$ cat config.mk
export PLATFORM = sky130hd
export DESIGN_NAME = tensor_matmul_operand_sequencer_flat
export DESIGN_NICKNAME = d
export VERILOG_FILES = /design/src/rtl/tensor_matmul_operand_sequencer_if.sv /design/src/rtl/tensor_matmul_operand_sequencer.sv /design/src/flat_wrapper.sv
export SDC_FILE = /design/constraint.sdc
export NUM_CORES = 1
export LEC_CHECK = 0
export ABC_CLOCK_PERIOD_IN_PS = 3270
export CAP_MARGIN = 15
export CORE_ASPECT_RATIO = 1.25
export CORE_MARGIN = 3
export CORE_UTILIZATION = 43
export CTS_CLUSTER_SIZE = 30
export DETAILED_ROUTE_END_ITERATION = 8
export PLACE_DENSITY = 0.68
export SYNTH_ARGS = -nofsm -noshare
export SYNTH_HDL_FRONTEND = slang
export SYNTH_SLANG_ARGS = --single-unit
$ cat constraint.sdc
create_clock -name clk -period 3.27 [get_ports clk]
set_input_delay 0.4905 -clock clk [delete_from_list [all_inputs] [get_ports clk]]
set_output_delay 0.4905 -clock clk [all_outputs]
set_load 0.01 [all_outputs]
$ cat src/rtl/tensor_matmul_operand_sequencer_if.sv
// Operand-side bus of the matmul operand sequencer.
// Carries the A/B SRAM read ports (1-cycle read latency) and the paired
// operand stream to the MAC unit.
//   master : the sequencer (drives read strobes/addresses and the stream)
//   slave  : SRAMs plus consumer (return read data, drive ready_in)
interface tensor_matmul_operand_sequencer_if #(
  parameter int ADDR_W = 20,
  parameter int DATA_W = 32
);
  logic              a_rd_en;
  logic [ADDR_W-1:0] a_rd_addr;
  logic [DATA_W-1:0] a_rd_data;
  logic              b_rd_en;
  logic [ADDR_W-1:0] b_rd_addr;
  logic [DATA_W-1:0] b_rd_data;
  logic              valid_out;
  logic              ready_in;
  logic [DATA_W-1:0] data_a;
  logic [DATA_W-1:0] data_b;
  logic              first_l;
  logic              last_l;

  modport master (
    output a_rd_en, a_rd_addr, b_rd_en, b_rd_addr,
    output valid_out, data_a, data_b, first_l, last_l,
    input  a_rd_data, b_rd_data, ready_in
  );

  modport slave (
    input  a_rd_en, a_rd_addr, b_rd_en, b_rd_addr,
    input  valid_out, data_a, data_b, first_l, last_l,
    output a_rd_data, b_rd_data, ready_in
  );
endinterface

$ cat src/rtl/tensor_matmul_operand_sequencer.sv
// Operand sequencer for C[row,k] = sum_l A[row,l]*B[l,k].
// Walks row (outer) / k (middle) / l (inner), reads A[row*L+l] and
// B[l*K+k] from 1-cycle-latency SRAMs and streams the operand pairs,
// tagged first_l/last_l, through a 2-entry FIFO with valid/ready.
// Ports:
//   clk, rst_n             clock, async active-low reset
//   start, cfg_rows/l/k    job launch and dimensions (sampled at accepted start)
//   busy, done             job in progress / one-cycle completion pulse
//   bus (master modport)   SRAM read ports and operand stream
//
// state | meaning
// IDLE  | waiting for start
// RUN   | issuing reads under the FIFO credit limit
// DRAIN | all reads issued; waiting for FIFO and in-flight read to empty
// ZERO  | degenerate job (a dimension is 0): done for one cycle, no reads
module tensor_matmul_operand_sequencer #(
  parameter int ROW_W  = 16,
  parameter int L_W    = 12,
  parameter int K_W    = 12,
  parameter int ADDR_W = 20,
  parameter int DATA_W = 32
) (
  input  logic             clk,
  input  logic             rst_n,
  input  logic             start,
  input  logic [ROW_W-1:0] cfg_rows,
  input  logic [L_W-1:0]   cfg_l,
  input  logic [K_W-1:0]   cfg_k,
  output logic             busy,
  output logic             done,
  tensor_matmul_operand_sequencer_if.master bus
);

  typedef enum logic [1:0] {S_IDLE, S_RUN, S_DRAIN, S_ZERO} state_e;
  state_e state_q, state_d;

  logic [ROW_W-1:0]  rows_q, row_q;
  logic [L_W-1:0]    l_len_q, l_q;
  logic [K_W-1:0]    k_len_q, k_q;
  logic [ADDR_W-1:0] a_base_q, b_addr_q;
  logic              infl_q, infl_first_q, infl_last_q;
  logic [DATA_W-1:0] fa_q [2];
  logic [DATA_W-1:0] fb_q [2];
  logic [1:0]        ff_q, fl_q;
  logic              rd_ptr_q, wr_ptr_q;
  logic [1:0]        cnt_q;
  logic              done_q;

  logic accept, cfg_zero, pop, push, issue;
  logic l_end, k_end, row_end, last_read, valid;

  assign accept   = start && (state_q == S_IDLE);
  assign cfg_zero = (cfg_rows == '0) || (cfg_l == '0) || (cfg_k == '0);
  assign valid    = (cnt_q != 2'd0);
  assign pop      = valid && bus.ready_in;
  assign push     = infl_q;
  // Credit: entries held + read in flight, minus the pair leaving now,
  // must leave room for the read about to be issued.
  assign issue    = (state_q == S_RUN) &&
                    (({1'b0, cnt_q} + {2'b00, infl_q} - {2'b00, pop}) < 3'd2);

  assign l_end     = (l_q == l_len_q - L_W'(1));
  assign k_end     = (k_q == k_len_q - K_W'(1));
  assign row_end   = (row_q == rows_q - ROW_W'(1));
  assign last_read = issue && l_end && k_end && row_end;

  always_comb begin
    state_d = state_q;
    case (state_q)
      S_IDLE:  if (accept) state_d = cfg_zero ? S_ZERO : S_RUN;
      S_RUN:   if (last_read) state_d = S_DRAIN;
      S_DRAIN: if ((cnt_q == 2'd0) && !infl_q) state_d = S_IDLE;
      S_ZERO:  state_d = S_IDLE;
      default: state_d = S_IDLE;
    endcase
  end

  always_ff @(posedge clk or negedge rst_n) begin
    if (!rst_n) begin
      state_q <= S_IDLE;
      done_q  <= 1'b0;
    end else begin
      state_q <= state_d;
      done_q  <= (state_q == S_DRAIN) && (state_d == S_IDLE);
    end
  end

  always_ff @(posedge clk or negedge rst_n) begin
    if (!rst_n) begin
      rows_q       <= '0;
      l_len_q      <= '0;
      k_len_q      <= '0;
      row_q        <= '0;
      l_q          <= '0;
      k_q          <= '0;
      a_base_q     <= '0;
      b_addr_q     <= '0;
      infl_q       <= 1'b0;
      infl_first_q <= 1'b0;
      infl_last_q  <= 1'b0;
      fa_q[0]      <= '0;
      fa_q[1]      <= '0;
      fb_q[0]      <= '0;
      fb_q[1]      <= '0;
      ff_q         <= '0;
      fl_q         <= '0;
      rd_ptr_q     <= 1'b0;
      wr_ptr_q     <= 1'b0;
      cnt_q        <= '0;
    end else begin
      if (accept) begin
        rows_q   <= cfg_rows;
        l_len_q  <= cfg_l;
        k_len_q  <= cfg_k;
        row_q    <= '0;
        l_q      <= '0;
        k_q      <= '0;
        a_base_q <= '0;
        b_addr_q <= '0;
      end else if (issue) begin
        if (l_end) begin
          l_q <= '0;
          if (k_end) begin
            k_q      <= '0;
            row_q    <= row_q + ROW_W'(1);
            a_base_q <= a_base_q + ADDR_W'(l_len_q);
            b_addr_q <= '0;
          end else begin
            k_q      <= k_q + K_W'(1);
            // B column restarts at row l=0 of the next column
            b_addr_q <= ADDR_W'(k_q) + ADDR_W'(1);
          end
        end else begin
          l_q      <= l_q + L_W'(1);
          b_addr_q <= b_addr_q + ADDR_W'(k_len_q);
        end
      end

      infl_q <= issue;
      if (issue) begin
        infl_first_q <= (l_q == '0);
        infl_last_q  <= l_end;
      end

      if (push) begin
        fa_q[wr_ptr_q] <= bus.a_rd_data;
        fb_q[wr_ptr_q] <= bus.b_rd_data;
        ff_q[wr_ptr_q] <= infl_first_q;
        fl_q[wr_ptr_q] <= infl_last_q;
        wr_ptr_q       <= ~wr_ptr_q;
      end
      if (pop) rd_ptr_q <= ~rd_ptr_q;
      cnt_q <= cnt_q + {1'b0, push} - {1'b0, pop};
    end
  end

  assign busy = (state_q == S_RUN) || (state_q == S_DRAIN);
  assign done = done_q || (state_q == S_ZERO);

  assign bus.a_rd_en   = issue;
  assign bus.b_rd_en   = issue;
  assign bus.a_rd_addr = issue ? (a_base_q + ADDR_W'(l_q)) : '0;
  assign bus.b_rd_addr = issue ? b_addr_q : '0;

  assign bus.valid_out = valid;
  assign bus.data_a    = valid ? fa_q[rd_ptr_q] : '0;
  assign bus.data_b    = valid ? fb_q[rd_ptr_q] : '0;
  assign bus.first_l   = valid && ff_q[rd_ptr_q];
  assign bus.last_l    = valid && fl_q[rd_ptr_q];

endmodule

$ cat src/flat_wrapper.sv
// flat-port wrapper written by rule: the top's interface ports become plain ports
module tensor_matmul_operand_sequencer_flat 
#(
  parameter int ROW_W  = 16,
  parameter int L_W    = 12,
  parameter int K_W    = 12,
  parameter int ADDR_W = 20,
  parameter int DATA_W = 32
)
  (clk, rst_n, start, cfg_rows, cfg_l, cfg_k, busy, done, bus_a_rd_en, bus_a_rd_addr, bus_b_rd_en, bus_b_rd_addr, bus_valid_out, bus_data_a, bus_data_b, bus_first_l, bus_last_l, bus_a_rd_data, bus_b_rd_data, bus_ready_in);
  tensor_matmul_operand_sequencer_if #(.ADDR_W(ADDR_W), .DATA_W(DATA_W)) bus_i ();
  input  logic clk;
  input  logic rst_n;
  input  logic start;
  input  logic [ROW_W-1:0] cfg_rows;
  input  logic [L_W-1:0] cfg_l;
  input  logic [K_W-1:0] cfg_k;
  output logic busy;
  output logic done;
  output wire logic [$bits(bus_i.a_rd_en)-1:0] bus_a_rd_en;
  output wire logic [$bits(bus_i.a_rd_addr)-1:0] bus_a_rd_addr;
  output wire logic [$bits(bus_i.b_rd_en)-1:0] bus_b_rd_en;
  output wire logic [$bits(bus_i.b_rd_addr)-1:0] bus_b_rd_addr;
  output wire logic [$bits(bus_i.valid_out)-1:0] bus_valid_out;
  output wire logic [$bits(bus_i.data_a)-1:0] bus_data_a;
  output wire logic [$bits(bus_i.data_b)-1:0] bus_data_b;
  output wire logic [$bits(bus_i.first_l)-1:0] bus_first_l;
  output wire logic [$bits(bus_i.last_l)-1:0] bus_last_l;
  input wire logic [$bits(bus_i.a_rd_data)-1:0] bus_a_rd_data;
  input wire logic [$bits(bus_i.b_rd_data)-1:0] bus_b_rd_data;
  input wire logic [$bits(bus_i.ready_in)-1:0] bus_ready_in;
  assign bus_a_rd_en = bus_i.a_rd_en;
  assign bus_a_rd_addr = bus_i.a_rd_addr;
  assign bus_b_rd_en = bus_i.b_rd_en;
  assign bus_b_rd_addr = bus_i.b_rd_addr;
  assign bus_valid_out = bus_i.valid_out;
  assign bus_data_a = bus_i.data_a;
  assign bus_data_b = bus_i.data_b;
  assign bus_first_l = bus_i.first_l;
  assign bus_last_l = bus_i.last_l;
  assign bus_i.a_rd_data = bus_a_rd_data;
  assign bus_i.b_rd_data = bus_b_rd_data;
  assign bus_i.ready_in = bus_ready_in;
  tensor_matmul_operand_sequencer #(.ROW_W(ROW_W), .L_W(L_W), .K_W(K_W), .ADDR_W(ADDR_W), .DATA_W(DATA_W)) u_core (.clk(clk), .rst_n(rst_n), .start(start), .cfg_rows(cfg_rows), .cfg_l(cfg_l), .cfg_k(cfg_k), .busy(busy), .done(done), .bus(bus_i));
endmodule
# Yosys cells after proc, flatten, opt, wreduce, memory -nomap -nowiden
# Cells that the tools add are included.
# totals
ff_bits	262
in_bits	108
output_inout_bits	111
wordCells	129
# op_classes
add_sub_neg	14
order_cmp	7
n_eq_ne	6
mux	46
bitwise_logic	4
reduce_logical	30
# op_table
operator	n
$mux W32	9
$mux W20	10
$bwmux W64	2
$mux W12	7
$mux W16	4
$add A20 B12 Y20	3
$logic_not A12 Y1	3
$demux W32 S1	1
$add A12 B1 Y12 const B	2
$eq A12 B12 Y1	2
$sub A12 B1 Y12 const B	2
$add A16 B1 Y16 const B	1
$eq A16 B16 Y1	1
$logic_not A16 Y1	1
$sub A16 B1 Y16 const B	1
$add A12 B1 Y13 const B	1
$logic_and A1 B1 Y1	12
$mux W2	4
$pmux W2 S4	1
$reduce_bool A2 Y1	4
$logic_not A2 Y1	3
$mux W1	5
$bwmux W2	2
$eq A2 B2 Y1 const B	2
other kinds (17)	24

# Depth between registers and ports, before layout
# Gate-level depths: netlist of run 1.
# depth
word_depth	12
ltp_mapped	15
depth_no_buf	14

# Worst setup path before layout of run 1
# Ideal clock, no wire load.
# synth_timing
path_kind	register to register
from	register u_core.cnt_q[1]
to	register u_core.row_q[10]
setup_ns	0.078
t_arrival_ns	3.342
required_time_ns	3.192
setup_slack_ns	-0.150
stages_incl_launch_ff	14
path_buffers	1
path_cell_list	dfrtp_1 > nor2_1 > inv_1 > and2_1 > ha_1 > inv_1 > ha_1 > fa_1 > nand3b_1 > nor4_4 > nand2_1 > buf_2 > or4_1 > a21oi_1
# synth_between
elab_chain_len	7
word_cells_on_any_way	8
cone_classes	add/sub: 2; order compare: 1; reduce/logical: 5
# synth_rtl
element	line	rtl
start: declaration	tensor_matmul_operand_sequencer.sv:46	logic [1:0] cnt_q;
start signal: assignment	tensor_matmul_operand_sequencer.sv:153	cnt_q <= cnt_q + {1'b0, push} - {1'b0, pop};
$reduce_bool A2 Y1	tensor_matmul_operand_sequencer.sv:54	assign valid = (cnt_q != 2'd0);
net bus_valid_out	flat_wrapper.sv:24	output wire logic [$bits(bus_i.valid_out)-1:0] bus_valid_out;
$logic_and A1 B1 Y1	tensor_matmul_operand_sequencer.sv:55	assign pop = valid && bus.ready_in;
net u_core.pop	tensor_matmul_operand_sequencer.sv:49	logic accept, cfg_zero, pop, push, issue;
$sub A3 B1 Y3	tensor_matmul_operand_sequencer.sv:60	(({1'b0, cnt_q} + {2'b00, infl_q} - {2'b00, pop}) < 3'd2);
$lt A3 B2 Y1	tensor_matmul_operand_sequencer.sv:60	
$logic_and A1 B1 Y1	tensor_matmul_operand_sequencer.sv:59	assign issue = (state_q == S_RUN) &&
$reduce_bool A2 Y1 (no source line)	n/a	
$reduce_and A3 Y1 (no source line)	n/a	
end signal: assignment	tensor_matmul_operand_sequencer.sv:125	row_q <= row_q + ROW_W'(1);
end: declaration	tensor_matmul_operand_sequencer.sv:37	logic [ROW_W-1:0] rows_q, row_q;
# The timed path passes the listed nets, and every way through them passes these cells.
# A chain may end at the register's enable or synchronous reset.

# Worst setup path after layout of run 1
# layout_timing
from	register u_core.l_q[0]
to	output port bus_a_rd_addr[14]
# layout_between
elab_chain_len	2
# layout_rtl
element	line	rtl
start: declaration	tensor_matmul_operand_sequencer.sv:38	logic [L_W-1:0] l_len_q, l_q;
start signal: assignment	tensor_matmul_operand_sequencer.sv:134	l_q <= l_q + L_W'(1);
$add A20 B12 Y20	tensor_matmul_operand_sequencer.sv:162	assign bus.a_rd_addr = issue ? (a_base_q + ADDR_W'(l_q)) : '0;
$mux W20	tensor_matmul_operand_sequencer.sv:162	
end: declaration	flat_wrapper.sv:21	output wire logic [$bits(bus_i.a_rd_addr)-1:0] bus_a_rd_addr;
# Every way passes these cells.

==> flow_metrics.py, run 1 <==
metrics = {
    "setup_path": {
        "critPathLaunch": "u_core.l_q[0]$_DFFE_PN0P_",
        "path_cells": "ha_4, fa_2, a21o_1, a21oi_2, o21ai_1, a31oi_1, buf_4, o211ai_1, o2111ai_1, xor2_2, nor2_4, buf_6",
        "r2r_start": "u_core.cnt_q[0]$_DFF_PN0_",
        "critPathSlowestCell": "dfrtp_1",
        "path_class": "flop to output port",
        "rrSetupSlack_ps": -280,
        "endpoint": "bus_a_rd_addr[14]",
        "crit_path_start_kind": "flop",
        "cp_max_fo": 3,
        "worstReg2RegEnd": "u_core.row_q[13]$_DFFE_PN0P_",
        "end_kind": "output port",
        "ff2ff_path_depth": 17,
        "critPathArrivalTime_ps": 3250,
        "critical-path-max-stage-delay_ps": 450,
        "cp.required_ps": 2780,
    },
    "synth": {
        "ys_warn_count": 0,
        "synth_cell_types": 73,
        "synth_top_area_frac": 0.430,
        "synth.area.top_cells": "dfrtp_1 43%, mux2_2 9.8%, nand2_1 4.8%, mux2i_1 4.6%, ha_1 4.1%",
        "synth_top_area_cell": "dfrtp_1",
        "netlist_area_mm2": 0.0152,
        "seq_area_frac_synth": 0.430,
        "syn_inst": 1569,
        "synth_fp_nets": 1731,
        "synth_area_per_cell_um2": 9.71,
        "synth-seq-cells": 262,
        "synth_edf_count": 0,
        "async_reset_ff_frac": 1.00,
        "ys.flop_type": "dfrtp_1",
    },
    "sta": {
        "fmax_mhz": 267,
        "clock_skew_ps": 11.7,
        "holdWs_ps": -20.0,
        "hold_violations": 5,
        "finalSetupViolCount": 94,
        "slew-limit-headroom": 0.422,
        "fin_crit_sh": 1.14,
        "worst_slack_ps": -472,
        "rsz0062_at_grt": "true",
        "min_period_ps": 3740,
        "worst_slew_pin_slew_ps": 867,
        "drv_slew": 0,
    },
    "route": {
        "viasPerCell": 5.54,
        "dr.pass1.iters": 5,
        "antenna_left": 0,
        "drt_wl_total_um": 44300,
        "drc": 0,
        "vias": 13300,
        "dr.first_iter.drc_count": 844,
        "routedWlPerCell_um": 18.4,
    },
    "global_route": {
        "grt_util_met1": 0.288,
        "grt_use_met3": 0.0249,
        "use_met2": 0.387,
        "grt_pass1_wl_um": 68600,
        "grtUsageTotal": 0.219,
        "grt.busiest_layer": "met2",
        "grt_overflow": 0,
        "antenna_found_initial": 0,
        "grt_pass1_vias": 13100,
        "grt_max_degree": 108,
    },
    "flow_run": {
        "max_cap_viol_count": 0,
    },
    "layout": {
        "antenna_cells": 0,
        "area_delta_synth_final_pct": 40.3,
        "seq_area_mm2": 0.00656,
        "instances_no_fill": 2406,
        "final_cell_mix": "260 x dfrtp_1, 175 x clkdlybuf4s50_1, 170 x nand2_1",
        "layout_commonest_cell": "dfrtp_1",
        "multiInputGateArea_mm2": 0.00904,
        "drive_above_1_share": 0.297,
        "layout.nets": 2077,
        "fill_cells": 2756,
    },
    "floorplan": {
        "die_h_um": 216,
        "start_util": 0.439,
        "ios": 219,
        "rows": 76,
        "die_area_mm2": 0.0377,
        "core-area_mm2": 0.0347,
        "die-width_um": 174,
    },
    "clock_tree": {
        "clk_latency_ps": 560,
        "htree_levels": 1,
        "numCtsBuffers": 29,
        "clock_sinks": 262,
        "cts_tree": "done",
        "cts_root_buffer": "clkbuf_16",
        "ctsHoldBuffers": 0,
        "cts_buffer_depth": 3,
        "clk_pin_slew_ps": 60,
    },
    "power_and_ir_drop": {
        "p_clk_frac": 0.202,
        "power.switching_mw": 6.37,
        "intPower_mw": 11.0,
        "seqPwrFrac": 0.312,
        "power.density_mw_per_mm2": 811,
        "switching_share": 0.367,
        "leakage_nw": 9.59,
        "total_power_mw": 17.3,
        "power_frac_comb": 0.486,
        "ir_drop_uv": 536,
    },
    "run_status": {
        "violations": "hold timing, setup timing",
        "outcome": "finished with violations",
    },
    "placement": {
        "port_buffers": 218,
        "dpl.cell_count": 2287,
        "dpl.hpwl_um": 29600,
        "place_congestion": 0.890,
    },
    "min_path": {
        "holdCritPathClass": "input port to asynchronous set/reset pin",
    },
}
[worst min path at each step]
stage	from	to	slack (ps)	depth (start not counted)
global route	rst_n	u_core.fb_q[14]$_DFFE_PN0P_	30	1
global placement	u_core.infl_last_q$_DFFE_PN0P_	u_core.infl_last_q$_DFFE_PN0P_	470	2
CTS	rst_n	u_core.fb_q[14]$_DFFE_PN0P_	20	1
finish	rst_n	u_core.fb_q[14]$_DFFE_PN0P_	-20	1
floorplan	rst_n	u_core.a_base_q[0]$_DFFE_PN0P_	190	0
detailed placement	u_core.infl_last_q$_DFFE_PN0P_	u_core.infl_last_q$_DFFE_PN0P_	480	2
[state kept, by name (all words and copies together) (netlist names), 16 cells and up]
name and flops:
u_core.rows_q 16, u_core.fa_q 64, u_core.a_base_q 20, u_core.row_q 16
u_core.fb_q 64, u_core.b_addr_q 20
[repair_timing]
action / 4_1_cts / 5_1_grt
buffers inserted: 34 / 31
setup endpoints to repair: 86 / 111
endpoints found under the hold margin: 0 / 0
cloned: 4 / 6
pin swaps: 47 / 90
gates resized for setup: 292 / 219
[power groups by stage]
stage | clock (mW) | combinational (mW) | sequential [mW]
2_1_floorplan | 0 | 4.75 | 5.05
3_3_place_gp | 0 | 7.36 | 5.36
3_5_place_dp | 0 | 7.51 | 5.44
4_1_cts | 3.58 | 8.02 | 5.38
5_1_grt | 3.72 | 9.12 | 5.55
6_report | 3.50 | 8.43 | 5.40
[per-stage QoR]
stage,setup TNS [ps],area (um^2),util,setup WS (ps)
floorplan,0,15200,-,12.5
global placement,-41010,18700,0.538,-558
detailed placement,-45510,18700,0.538,-619
CTS,-12610,20300,0.585,-440
global route,-31110,21400,0.616,-580
finish,-21060,21400,0.616,-472
[cells by family after synthesis]
| group | count (synthesis) | synth area share |
|---|---|---|
| simple gates | 586 | 0.188 |
| flops | 262 | 0.430 |
| compound gates | 236 | 0.0987 |
| mux | 203 | 0.144 |
| buf+inv | 120 | 0.0305 |
| xor+xnor | 108 | 0.0621 |
| fa+ha+maj | 54 | 0.0463 |
[final cells by class]
| class | count | share of cell area |
|---|---|---|
| clock buffer | 37 | 0.0372 |
| sequential | 262 | 0.307 |
| timing repair buffer | 396 | 0.187 |
| clock inverter | 17 | 0.0112 |
| multi-input combinational | 1188 | 0.423 |
| inverter | 38 | 0.00726 |
| tap | 468 | 0.0274 |
[worst max-delay path: cells and delay by family, from the launching register on]
family,cells,cell delay (ps)
AO/OA/AOI/OAI,6,1020
adder cells (fa/ha/maj),2,570
flip-flops,1,450
buffers and inverters,2,280
XOR/XNOR,1,280
AND/OR/NAND/NOR,1,80
[layer usage]
layer,share of wire,wire length [um],vias up
met2,0.50,22400,424
met5,0,0,-
met3,0.056,2460,68
met4,0.021,930,0
li1,-,-,6217
met1,0.42,18600,6619
[Yosys cell counts (35+ instances only)]
cell type,n
xnor2_1,49
o21ai_0,73
ha_1,50
nand3_1,35
inv_1,38
mux2i_1,70
xor2_1,59
a21oi_1,49
nor3_1,40
nand2_1,194
nor2_1,147
mux2_2,133
clkbuf_1,69
dfrtp_1,262
No activity file was read; power rests on OpenSTA's default activity.
==> run 2: changes to the inputs <==
Settings changed: GPL_TIMING_DRIVEN from default to 1.
==> results of run 2 <==
Final layout, timing and power as in run 1 (identical DEF).
